===== config.mk =====
export PLATFORM = sky130hd
export DESIGN_NAME = edit_mod_counter
export DESIGN_NICKNAME = d
export VERILOG_FILES = /design/src/rtl/edit_mod_counter.sv
export SDC_FILE = /design/constraint.sdc
export NUM_CORES = 1
export LEC_CHECK = 0
export ABC_CLOCK_PERIOD_IN_PS = 13500
export CAP_MARGIN = 20
export CELL_PAD_IN_SITES_DETAIL_PLACEMENT = 1
export CELL_PAD_IN_SITES_GLOBAL_PLACEMENT = 2
export CORE_MARGIN = 3
export CORE_UTILIZATION = 35
export DETAILED_ROUTE_END_ITERATION = 10
export PLACE_DENSITY_LB_ADDON = 0.1
export SYNTH_ARGS = -nofsm -noshare
export SYNTH_HDL_FRONTEND = slang
export SYNTH_SLANG_ARGS = --single-unit

===== constraint.sdc =====
create_clock -name clk -period 13.5 [get_ports clk]
set_input_delay 2.025 -clock clk [delete_from_list [all_inputs] [get_ports clk]]
set_output_delay 2.025 -clock clk [all_outputs]
set_load 0.01 [all_outputs]

===== src/rtl/edit_mod_counter.sv =====
`default_nettype none
// ============================================================================
// Module  : edit_mod_counter
// Brief   : Modulo-N time-unit counter with carry chaining, BCD digit editing,
//           half-range toggle and key auto-repeat.
// Revision: 1.0
// ============================================================================
module edit_mod_counter #(
    parameter int MODULUS      = 24,
    parameter int WIDTH        = 5,
    parameter int REPEAT_DELAY = 50,
    parameter int REPEAT_RATE  = 10
) (
    input  logic             clk,
    input  logic             reset,
    input  logic             tick_in,
    input  logic             load_en,
    input  logic [WIDTH-1:0] load_value,
    input  logic             edit_en,
    input  logic [1:0]       edit_sel,
    input  logic             key_plus_n,
    input  logic             key_minus_n,
    output logic [WIDTH-1:0] value,
    output logic [3:0]       value_tens,
    output logic [3:0]       value_units,
    output logic             carry_out
);

    localparam int c_cnt_max = (REPEAT_DELAY > REPEAT_RATE) ? REPEAT_DELAY : REPEAT_RATE;
    localparam int c_cnt_w   = $clog2(c_cnt_max + 1);

    localparam logic [c_cnt_w-1:0] c_delay  = c_cnt_w'(REPEAT_DELAY);
    localparam logic [c_cnt_w-1:0] c_rate   = c_cnt_w'(REPEAT_RATE);
    localparam logic [c_cnt_w-1:0] c_one    = c_cnt_w'(1);
    localparam logic               c_rep_en = (REPEAT_DELAY > 0);
    localparam logic               c_even   = ((MODULUS % 2) == 0);
    localparam logic [7:0]         c_mod    = 8'(MODULUS);
    localparam logic [7:0]         c_top    = 8'(MODULUS - 1);
    localparam logic [7:0]         c_half   = 8'(MODULUS / 2);
    localparam logic [WIDTH-1:0]   c_top_w  = WIDTH'(MODULUS - 1);

    logic [WIDTH-1:0]   r_value;
    logic [3:0]         r_tens;
    logic [3:0]         r_units;
    logic               r_carry;
    logic               r_plus_hist;
    logic               r_minus_hist;
    logic               r_plus_lock;
    logic               r_minus_lock;
    logic [c_cnt_w-1:0] r_hold_cnt;
    logic               r_repeating;
    logic [1:0]         r_sel_prev;

    logic [7:0] w_cur;
    logic [7:0] w_t;
    logic [7:0] w_u;
    logic [7:0] w_t10;
    logic [7:0] w_grp_room;
    logic [7:0] w_edit;
    logic [7:0] w_next;
    logic       w_wrap;
    logic       w_plus_low;
    logic       w_minus_low;
    logic       w_edit_ok;
    logic       w_press;
    logic       w_hold_ok;
    logic       w_rep_fire;
    logic       w_step;

    assign w_cur       = 8'(r_value);
    assign w_t         = w_cur / 8'd10;
    assign w_u         = w_cur % 8'd10;
    assign w_t10       = w_t * 8'd10;
    assign w_grp_room  = c_top - w_t10;

    assign w_plus_low  = !key_plus_n && key_minus_n;
    assign w_minus_low = !key_minus_n && key_plus_n;
    assign w_edit_ok   = edit_en && (edit_sel != 2'd3);

    // Lock bits keep a key held through reset from stepping until re-pressed.
    assign w_press    = w_edit_ok &&
                        ((w_plus_low && r_plus_hist && !r_plus_lock) ||
                         (w_minus_low && r_minus_hist && !r_minus_lock));
    assign w_hold_ok  = c_rep_en && w_edit_ok && (w_plus_low || w_minus_low) &&
                        (edit_sel == r_sel_prev) && (r_hold_cnt != '0);
    assign w_rep_fire = w_hold_ok && (r_repeating ? (r_hold_cnt == c_rate)
                                                  : (r_hold_cnt == c_delay));
    assign w_step     = w_press || w_rep_fire;

    always_comb begin
        w_edit = w_cur;
        case (edit_sel)
            2'd0: begin
                if (w_plus_low) begin
                    w_edit = ((w_u == 8'd9) || (w_cur == c_top)) ? w_t10 : w_cur + 8'd1;
                end else begin
                    w_edit = (w_u == 8'd0) ? w_t10 + ((w_grp_room > 8'd9) ? 8'd9 : w_grp_room)
                                           : w_cur - 8'd1;
                end
            end
            2'd1: begin
                if (w_plus_low) begin
                    w_edit = ((w_cur + 8'd10) >= c_mod) ? w_u : w_cur + 8'd10;
                end else begin
                    w_edit = (w_t != 8'd0) ? w_cur - 8'd10
                                           : (((c_top - w_u) / 8'd10) * 8'd10) + w_u;
                end
            end
            2'd2: begin
                if (c_even) begin
                    w_edit = (w_cur < c_half) ? w_cur + c_half : w_cur - c_half;
                end
            end
            default: w_edit = w_cur;
        endcase
    end

    always_comb begin
        w_next = w_cur;
        w_wrap = 1'b0;
        if (load_en) begin
            w_next = (load_value > c_top_w) ? c_top : 8'(load_value);
        end else if (tick_in && !edit_en) begin
            if (w_cur == c_top) begin
                w_next = 8'd0;
                w_wrap = 1'b1;
            end else begin
                w_next = w_cur + 8'd1;
            end
        end else if (w_step) begin
            w_next = w_edit;
        end
    end

    always_ff @(posedge clk) begin
        r_sel_prev <= edit_sel;
        if (reset) begin
            r_value      <= '0;
            r_tens       <= '0;
            r_units      <= '0;
            r_carry      <= 1'b0;
            r_plus_hist  <= 1'b1;
            r_minus_hist <= 1'b1;
            r_plus_lock  <= ~key_plus_n;
            r_minus_lock <= ~key_minus_n;
            r_hold_cnt   <= '0;
            r_repeating  <= 1'b0;
        end else begin
            r_value      <= WIDTH'(w_next);
            r_tens       <= 4'(w_next / 8'd10);
            r_units      <= 4'(w_next % 8'd10);
            r_carry      <= w_wrap;
            r_plus_hist  <= key_plus_n;
            r_minus_hist <= key_minus_n;
            r_plus_lock  <= r_plus_lock & ~key_plus_n;
            r_minus_lock <= r_minus_lock & ~key_minus_n;
            if (w_press) begin
                r_hold_cnt  <= c_rep_en ? c_one : '0;
                r_repeating <= 1'b0;
            end else if (w_hold_ok) begin
                if (w_rep_fire) begin
                    r_hold_cnt  <= c_one;
                    r_repeating <= 1'b1;
                end else begin
                    r_hold_cnt  <= r_hold_cnt + c_one;
                end
            end else begin
                r_hold_cnt  <= '0;
                r_repeating <= 1'b0;
            end
        end
    end

    assign value       = r_value;
    assign value_tens  = r_tens;
    assign value_units = r_units;
    assign carry_out   = r_carry;

endmodule
`default_nettype wire


Yosys cells after proc, flatten, opt, wreduce, memory -nomap -nowiden
Index checks and enable logic that the tools add are counted.
- flip-flop bits (word level): 27
- bits of input ports: 14
- output and inout bits: 14
- logic and storage cells: 98
- $add $sub $neg: 11
- multiply operators: 2
- divide/modulo/power cells: 5
- order comparisons: 4
- eq/ne operators: 8
- mux-type cells: 21
- bitwise logic cells: 6
- reductions and logical operators: 29
- operators by type and width (operator ; number):
    $mux W8 ; 11
    $pmux W8 S3 ; 1
    $add A8 B8 Y8 ; 2
    $div A8 B4 Y8 const B ; 2
    $mul A8 B3 Y7 const B ; 2
    $sub A5 B8 Y8 const A ; 2
    $logic_and A1 B1 Y1 ; 13
    $add A5 B4 Y6 const B ; 2
    $sub A5 B4 Y6 const B ; 2
    $div A5 B4 Y8 const B ; 1
    $eq A8 B4 Y1 const B ; 1
    $ge A8 B5 Y1 const B ; 1
    $gt A8 B4 Y1 const B ; 1
    $logic_not A8 Y1 ; 1
    $mod A5 B4 Y8 const B ; 1
    $mod A8 B4 Y8 const B ; 1
    $reduce_bool A8 Y1 ; 1
    $mux W1 ; 7
    $add A5 B1 Y6 const B ; 1
    $add A6 B1 Y6 const B ; 1
    $eq A6 B4 Y1 const B ; 1
    $eq A6 B6 Y1 const B ; 1
    $mux W6 ; 1
    $reduce_bool A6 Y1 ; 1
    16 further kinds ; 28

Logic depth before layout (Yosys ltp)
Gate-level depths: netlist (run 1).
- depth in word-level cells: 13
- depth in mapped cells: 52
- gate-level depth less buffers: 47

Worst setup path before layout (run 1)
Ideal clock, no wire load.
- path kind: register -> register
- from: register r_value[1], in the netlist value[1]
- to: register r_units[3], in the netlist value_units[3]
- setup time: 0.074 ns
- arrival: 10.573 ns
- required time: 13.426 ns
- slack: 2.853 ns
- stages on the path, launching flop included: 46
- path buffers: 5
- clock period less this slack: 10.647 ns
- cell sequence: dfxtp_1 > clkbuf_1 > inv_1 > ha_1 > buf_6 > or3b_1 > and3_1 > or4b_1 > a2bb2oi_1 > buf_2 > clkinv_1 > ha_1 > o311ai_0 > a32oi_1 > o221a_2 > clkbuf_1 > a21boi_0 > o21a_1 > [10 not listed] > inv_1 > fa_1 > inv_1 > ha_1 > a31o_2 > a221o_1 > xnor3_1 > a211oi_1 > clkbuf_1 > nor2_1 > o41ai_1 > a21oi_1 > ha_1 > o2111ai_2 > nand3_2 > mux2_2 > or4_1 > a31oi_1
- longest elaborated chain between the ends: 13
- elaborated cells on any way between the ends: 37
- those cells by class: 10 x add/sub; 2 x mul; 4 x div; 3 x order compare; 2 x eq/ne; 13 x mux; 3 x reduce/logical
- RTL lines (element ; RTL line ; text):
    from (decl) ; 42 ; logic [WIDTH-1:0] r_value;
    from (signal assigned) ; 149 ; r_value <= WIDTH'(w_next);
    branches (longest 10 deep; another with $mod A5 B4 Y8) ; n/a ;
    $mux W8 (*) ; 123 ; end else if (tick_in && !edit_en) begin
    $mux W8 (*) ; 121 ; if (load_en) begin
    $mod A8 B4 Y8 (*) ; 151 ; r_units <= 4'(w_next % 8'd10);
    to (signal assigned) ; 151 ;
    to (decl) ; 44 ; logic [3:0] r_units;
Mark *: on every way between the ends.
A chain may end at the register's enable or synchronous reset.

Final worst setup path (run 1)
Same ends and word-level chain as after synthesis.

==> impl_metrics.ini, run 1 <==
[status]
status = complete, no violations

[clock_network]
cts_setup_buffers = 0
cts_tree = yes
clk_latency_ns = 0.26
cts_buffer_depth = 2
cts_buffers = 3
path_clk_slew_ns = 0.06
cts-root-buf = clkbuf_16
cts_max_level = 1
hold_buffers = 0
cts_resized = 0
clock-sinks = 26

[min_path]
hold_class = flop to flop

[cells_and_area]
mostFrequentLayoutCells = nor2_1 (59), nand2_1 (47), ha_1 (43), a21oi_1 (37), inv_1 (33)
finalInstanceArea_sq_um = 4560
final_util_pct = 40.9
seq_area_sq_um = 520
nets = 634
area_delta_synth_final_pct = 11.0
antenna_cells = 0
fillCellCount = 1392
multi_input_area_sq_um = 3330
drive_gt1_share_pct = 6.63
layout_commonest_cell = nor2_1

[synthesis]
ys_types = 87
netlist_area_sq_um = 4110
synth_flop_cell = dfxtp_1
yosys_register_bits = 26
postSynthCellCount = 561
seq_area_frac_synth_pct = 12.7
synthesis.nets = 620
avgSynthCellArea_sq_um = 7.33
yosys_warnings = 0
ys_async_sr_fraction_pct = 0
synth_edf_count = 0

[critical_path]
critPathSlowestCell = dfxtp_1
cp_common_cell = ha_1
worstSetupPathType = flop to flop
crit_path_end_kind = flop
critPathMaxStageDelay_ns = 0.75
crit_fanout = 15
startpoint_type = flop
worstPathArrival_ns = 12.32
required_ns = 13.68

[floorplan]
ios = 28
core_sq_um = 11200
fp-row-count = 38
die_w_microns = 114
die_y_microns = 114
start_util_pct = 36.8
die-area_sq_um = 13100

[routing]
via_per_inst = 5.94
route.detailed.drc = 0
avgRoutedWirePerCell_microns = 19.0
num_vias = 4237
drt_iter0_markers = 341
antenna_left = 0
wl_microns = 13600
drt_pass1_iterations = 4

[timing]
fin_worst_skew_ns = 0.00475
period_minus_slack_ns = 12.14
max_slew_margin_pct = 29.0
slew_viol_final = 0
finalHoldViolations = 0
setup_viol = 0
max_clock_freq_mhz = 82.4
fin_setup_tns_ns = 0
grt_setup_unrepaired = false
worst_pin_slew_ns = 1.06
fin_crit_sh_pct = 89.9
setup_ws_ns = 1.36

[power]
internal_power_mw = 0.385
swShare_pct = 51.0
ir_drop_uv = 103
clock_power_share_pct = 8.3
p_per_area_nw_per_um2 = 172
seq_power_share_pct = 11.3
power_switching_mw = 0.400
pwr-share-comb_pct = 80.4
p_leak_nw = 1.83

[placed_design]
pre_cts_ws_ns = 1.48
portBuffers = 27
place_area_sq_um = 4480
hpwl_microns = 10800
place_congestion = 0.801

[global_route]
grt_pass1_wl_microns = 22700
grt_overflow = 0
grt_pass1_vias = 4406
grt_max_degree = 28
grt_usage_pct = 21.2
antenna_found_initial = 0

[job]
drv_cap = 0
==> state kept, by name (all words and copies together), names as in the netlist <==
signal        flops
r_plus_lock       1
value_units       3
r_repeating       1
value             5
r_minus_hist      1
carry_out         1
r_sel_prev        2
r_plus_hist       1
r_hold_cnt        6
r_minus_lock      1
value_tens        4
==> critical path, delay by kind of cell (launching register included) <==
family          cells  cell delay, ns
flops               1            0.75
compound gates     15            4.17
fa+ha+maj           8            2.35
simple gates       10            2.68
mux                 2            0.58
buf+inv             6            1.29
xor+xnor            1            0.22
==> per-stage QoR <==
stage	hold WS [ns]	total power, mW	instances
finish	0.477	0.785	713
global route	0.518	0.870	713
CTS	0.487	0.792	712
detailed placement	0.472	0.722	709
global placement	0.441	0.707	709
floorplan	0.431	0.557	561
==> cells in the mapped netlist (7+ instances only) <==
cell type	count	area, sq um
ha_1	43	538
a21oi_1	37	185
nor2b_1	9	56.3
clkbuf_1	16	60.1
nand2b_1	9	56.3
nor3_1	20	100
inv_1	33	124
dfxtp_1	26	521
o21ai_0	32	160
a211oi_1	9	67.6
xnor2_1	18	158
a21o_1	8	60.1
xor2_1	7	61.3
a31oi_1	14	87.6
nand2_1	47	176
nor2_1	59	221
nand3_1	19	95.1
==> cells by family after synthesis <==
logic type	count (synthesis)	synth area share, %
adder cells (fa/ha/maj)	46	14.3
XOR/XNOR	29	7.21
flip-flops	26	12.7
multiplexers	10	2.56
AND/OR/NAND/NOR	209	25.6
buffers and inverters	63	6.36
AO/OA/AOI/OAI	178	31.3
==> routing by layer <==
layer | GRT usage [%] | wire length, microns
met5 | 0 | 0
met4 | 4.51 | 155
met3 | 0.899 | 335
met2 | 38.8 | 6710
met1 | 27.5 | 6360
==> area by class of cell <==
| cell class | instances | area share (%) |
|---|---|---|
| tap | 140 | 3.84 |
| multi-input combinational | 472 | 73.0 |
| inverter | 38 | 3.13 |
| sequential | 26 | 11.4 |
| timing repair buffer | 34 | 7.02 |
| clock buffer | 3 | 1.64 |
==> path summary, 6_finish.rpt <==
kind                                      startpoint                   endpoint  slack (ns)  cells past startpoint
worst max-delay path             value[1]$_SDFF_PP0_  value_units[3]$_SDFF_PP0_        1.36                     42
worst min-delay path            r_minus_lock$_DFF_P_       r_minus_lock$_DFF_P_        0.48                      2
worst max register to register   value[1]$_SDFF_PP0_  value_units[3]$_SDFF_PP0_        1.36                     42
worst min register to register  r_minus_lock$_DFF_P_       r_minus_lock$_DFF_P_        0.48                      2
==> power by group through the flow <==
stage	combinational [mW]	clock [mW]	sequential, mW
floorplan	0.466	0	0.0903
global placement	0.616	0	0.0903
detailed placement	0.632	0	0.0904
CTS	0.635	0.0681	0.0887
global route	0.708	0.0726	0.0897
finish	0.631	0.0652	0.0887
No activity file was read; power rests on OpenSTA's default activity.
==> run 2, diff against run 1 <==
--- a/config.mk
+++ b/config.mk
@@ -9,6 +9,7 @@
 export CAP_MARGIN = 20
 export CELL_PAD_IN_SITES_DETAIL_PLACEMENT = 1
 export CELL_PAD_IN_SITES_GLOBAL_PLACEMENT = 2
+export CORE_ASPECT_RATIO = 0.8
 export CORE_MARGIN = 3
 export CORE_UTILIZATION = 35
 export DETAILED_ROUTE_END_ITERATION = 10
==> impl_metrics.ini, run 2 (synthesis results as in run 1) <==
[floorplan]
fp-row-count = 34
ios = 28
die_w_microns = 127
die-area_sq_um = 13100
core_sq_um = 11100
die_y_microns = 103
start_util_pct = 36.9

[cells_and_area]
nets = 636
regMostFlops = r_hold_cnt
drive_gt1_share_pct = 7.12
largest_register_ff_count = 6
fillCellCount = 1424
final_util_pct = 41.4
area_delta_synth_final_pct = 12.2
finalInstanceArea_sq_um = 4610
antenna_cells = 0
mostFrequentLayoutCells = nor2_1 (59), nand2_1 (47), ha_1 (43), a21oi_1 (37), inv_1 (33)
layout_commonest_cell = nor2_1

[timing]
worst_pin_slew_ns = 1.08
max_clock_freq_mhz = 82.3
fin_setup_tns_ns = 0
finalHoldViolations = 0
max_slew_margin_pct = 27.3
setup_ws_ns = 1.35
fin_crit_sh_pct = 90.0
setup_viol = 0
grt_setup_unrepaired = false
period_minus_slack_ns = 12.15
slew_viol_final = 0
fin_worst_skew_ns = 0.00487

[global_route]
grt_pass1_wl_microns = 23300
grt_max_degree = 28
grt_pass1_vias = 4321
grt_usage_pct = 22.0
grt_overflow = 0
antenna_found_initial = 0

[clock_network]
cts_max_level = 1
cts_tree = yes
clk_latency_ns = 0.27
cts_resized = 0
cts_buffer_depth = 2
hold_buffers = 0
cts_setup_buffers = 0
cts_buffers = 3
clock-sinks = 26
cts-root-buf = clkbuf_16
path_clk_slew_ns = 0.07

[critical_path]
worstReg2RegStart = value[3]$_SDFF_PP0_
worstSetupPathType = flop to flop
r2r_cells = 44
reg2reg_to = value_units[3]$_SDFF_PP0_
crit_path_end_kind = flop
worstPathArrival_ns = 12.33
startpoint_type = flop
critPathSlowestCell = ha_1
critPathMaxStageDelay_ns = 0.60
crit_fanout = 27
r2r_slack_ns = 1.35
required_ns = 13.69
cp_common_cell = ha_1

[placed_design]
place_congestion = 0.884
portBuffers = 27
place_area_sq_um = 4500
pre_cts_ws_ns = 1.11
hpwl_microns = 11000

[power]
ir_drop_uv = 76.0
p_per_area_nw_per_um2 = 177
p_leak_nw = 1.86

[routing]
antenna_left = 0
wl_met3_microns = 492
routed.top_layer = met4
drt-met1-wl_microns = 7340
via_per_inst = 5.93
avgRoutedWirePerCell_microns = 19.5
wl_met2_microns = 6120
num_vias = 4270
wl_microns = 14000
route.detailed.drc = 0
drt_pass1_iterations = 4
drt_iter0_markers = 192

[min_path]
hold_start = r_plus_lock$_DFF_P_
hold_class = flop to flop
hold_end = r_plus_lock$_DFF_P_
hold_depth = 2

[status]
status = complete, no violations

[job]
drv_cap = 0
[run 2: cell count changes in the layout (fill, tap and decap cells not counted), sizes merged]
cell,change
buf,+3
bufinv,+1
clkbuf,-1
[run 2: layer usage]
| metal | global-route usage [%] | vias to the layer above |
|---|---|---|
| met3 | 3.21 | 6 |
| met5 | 0 | - |
| met2 | 34.8 | 63 |
| li1 | - | 2088 |
| met1 | 33.1 | 2113 |
| met4 | 1.48 | 0 |
[run 2: layout make-up]
cell class	instances	area, sq um	area share (%)
Sequential cell	26	520	11.3
Inverter	38	143	3.09
Clock buffer	3	75.1	1.63
Tap cell	144	180	3.90
Timing Repair Buffer	36	335	7.27
Multi-Input combinational cell	472	3330	72.2
Clock inverter	1	30.0	0.651
[run 2: through the flow]
stage	cells	hold slack, ns	power (mW)
after floorplan	561	0.431	0.557
after global placement	715	0.441	0.708
after detailed placement	715	0.464	0.720
after CTS	719	0.480	0.817
after global routing	720	0.503	0.909
final	720	0.475	0.818
[run 2: worst max path at each step]
stage / cells after the start / start / endpoint / slack [ns]
after CTS: 44 / value[3]$_SDFF_PP0_ / value_units[3]$_SDFF_PP0_ / 1.09
after global routing: 44 / value[3]$_SDFF_PP0_ / value_units[3]$_SDFF_PP0_ / 0.39
after floorplan: 45 / value[1]$_SDFF_PP0_ / value_units[3]$_SDFF_PP0_ / 2.85
after detailed placement: 45 / value[3]$_SDFF_PP0_ / value_units[2]$_SDFF_PP0_ / 1.11
final: 44 / value[3]$_SDFF_PP0_ / value_units[3]$_SDFF_PP0_ / 1.35
after global placement: 43 / value[3]$_SDFF_PP0_ / value_units[3]$_SDFF_PP0_ / 1.74
[run 2: worst max-delay path: cells and delay by family (launching register included)]
family,cells,cell delay [ns]
buffers and inverters,7,1.40
flip-flops,1,0.31
XOR/XNOR,1,0.22
AO/OA/AOI/OAI,17,4.24
multiplexers,1,0.40
AND/OR/NAND/NOR,9,2.45
adder cells (fa/ha/maj),9,2.99
[run 2: where the power goes]
group          total (mW)  leakage, nW  internal, mW  switching [mW]
registers          0.0857        0.214        0.0828         0.00293
logic               0.642         1.59         0.262           0.380
clock network      0.0906       0.0511        0.0592          0.0314
total               0.818         1.86         0.404           0.414
==> run 3, diff against run 2 <==
--- a/config.mk
+++ b/config.mk
@@ -14,6 +14,7 @@
 export CORE_UTILIZATION = 35
 export DETAILED_ROUTE_END_ITERATION = 10
 export PLACE_DENSITY_LB_ADDON = 0.1
+export SKIP_CTS_REPAIR_TIMING = 1
 export SYNTH_ARGS = -nofsm -noshare
 export SYNTH_HDL_FRONTEND = slang
 export SYNTH_SLANG_ARGS = --single-unit
==> results of run 3 <==
The final DEF is identical to that of run 2; final timing and power are the same.
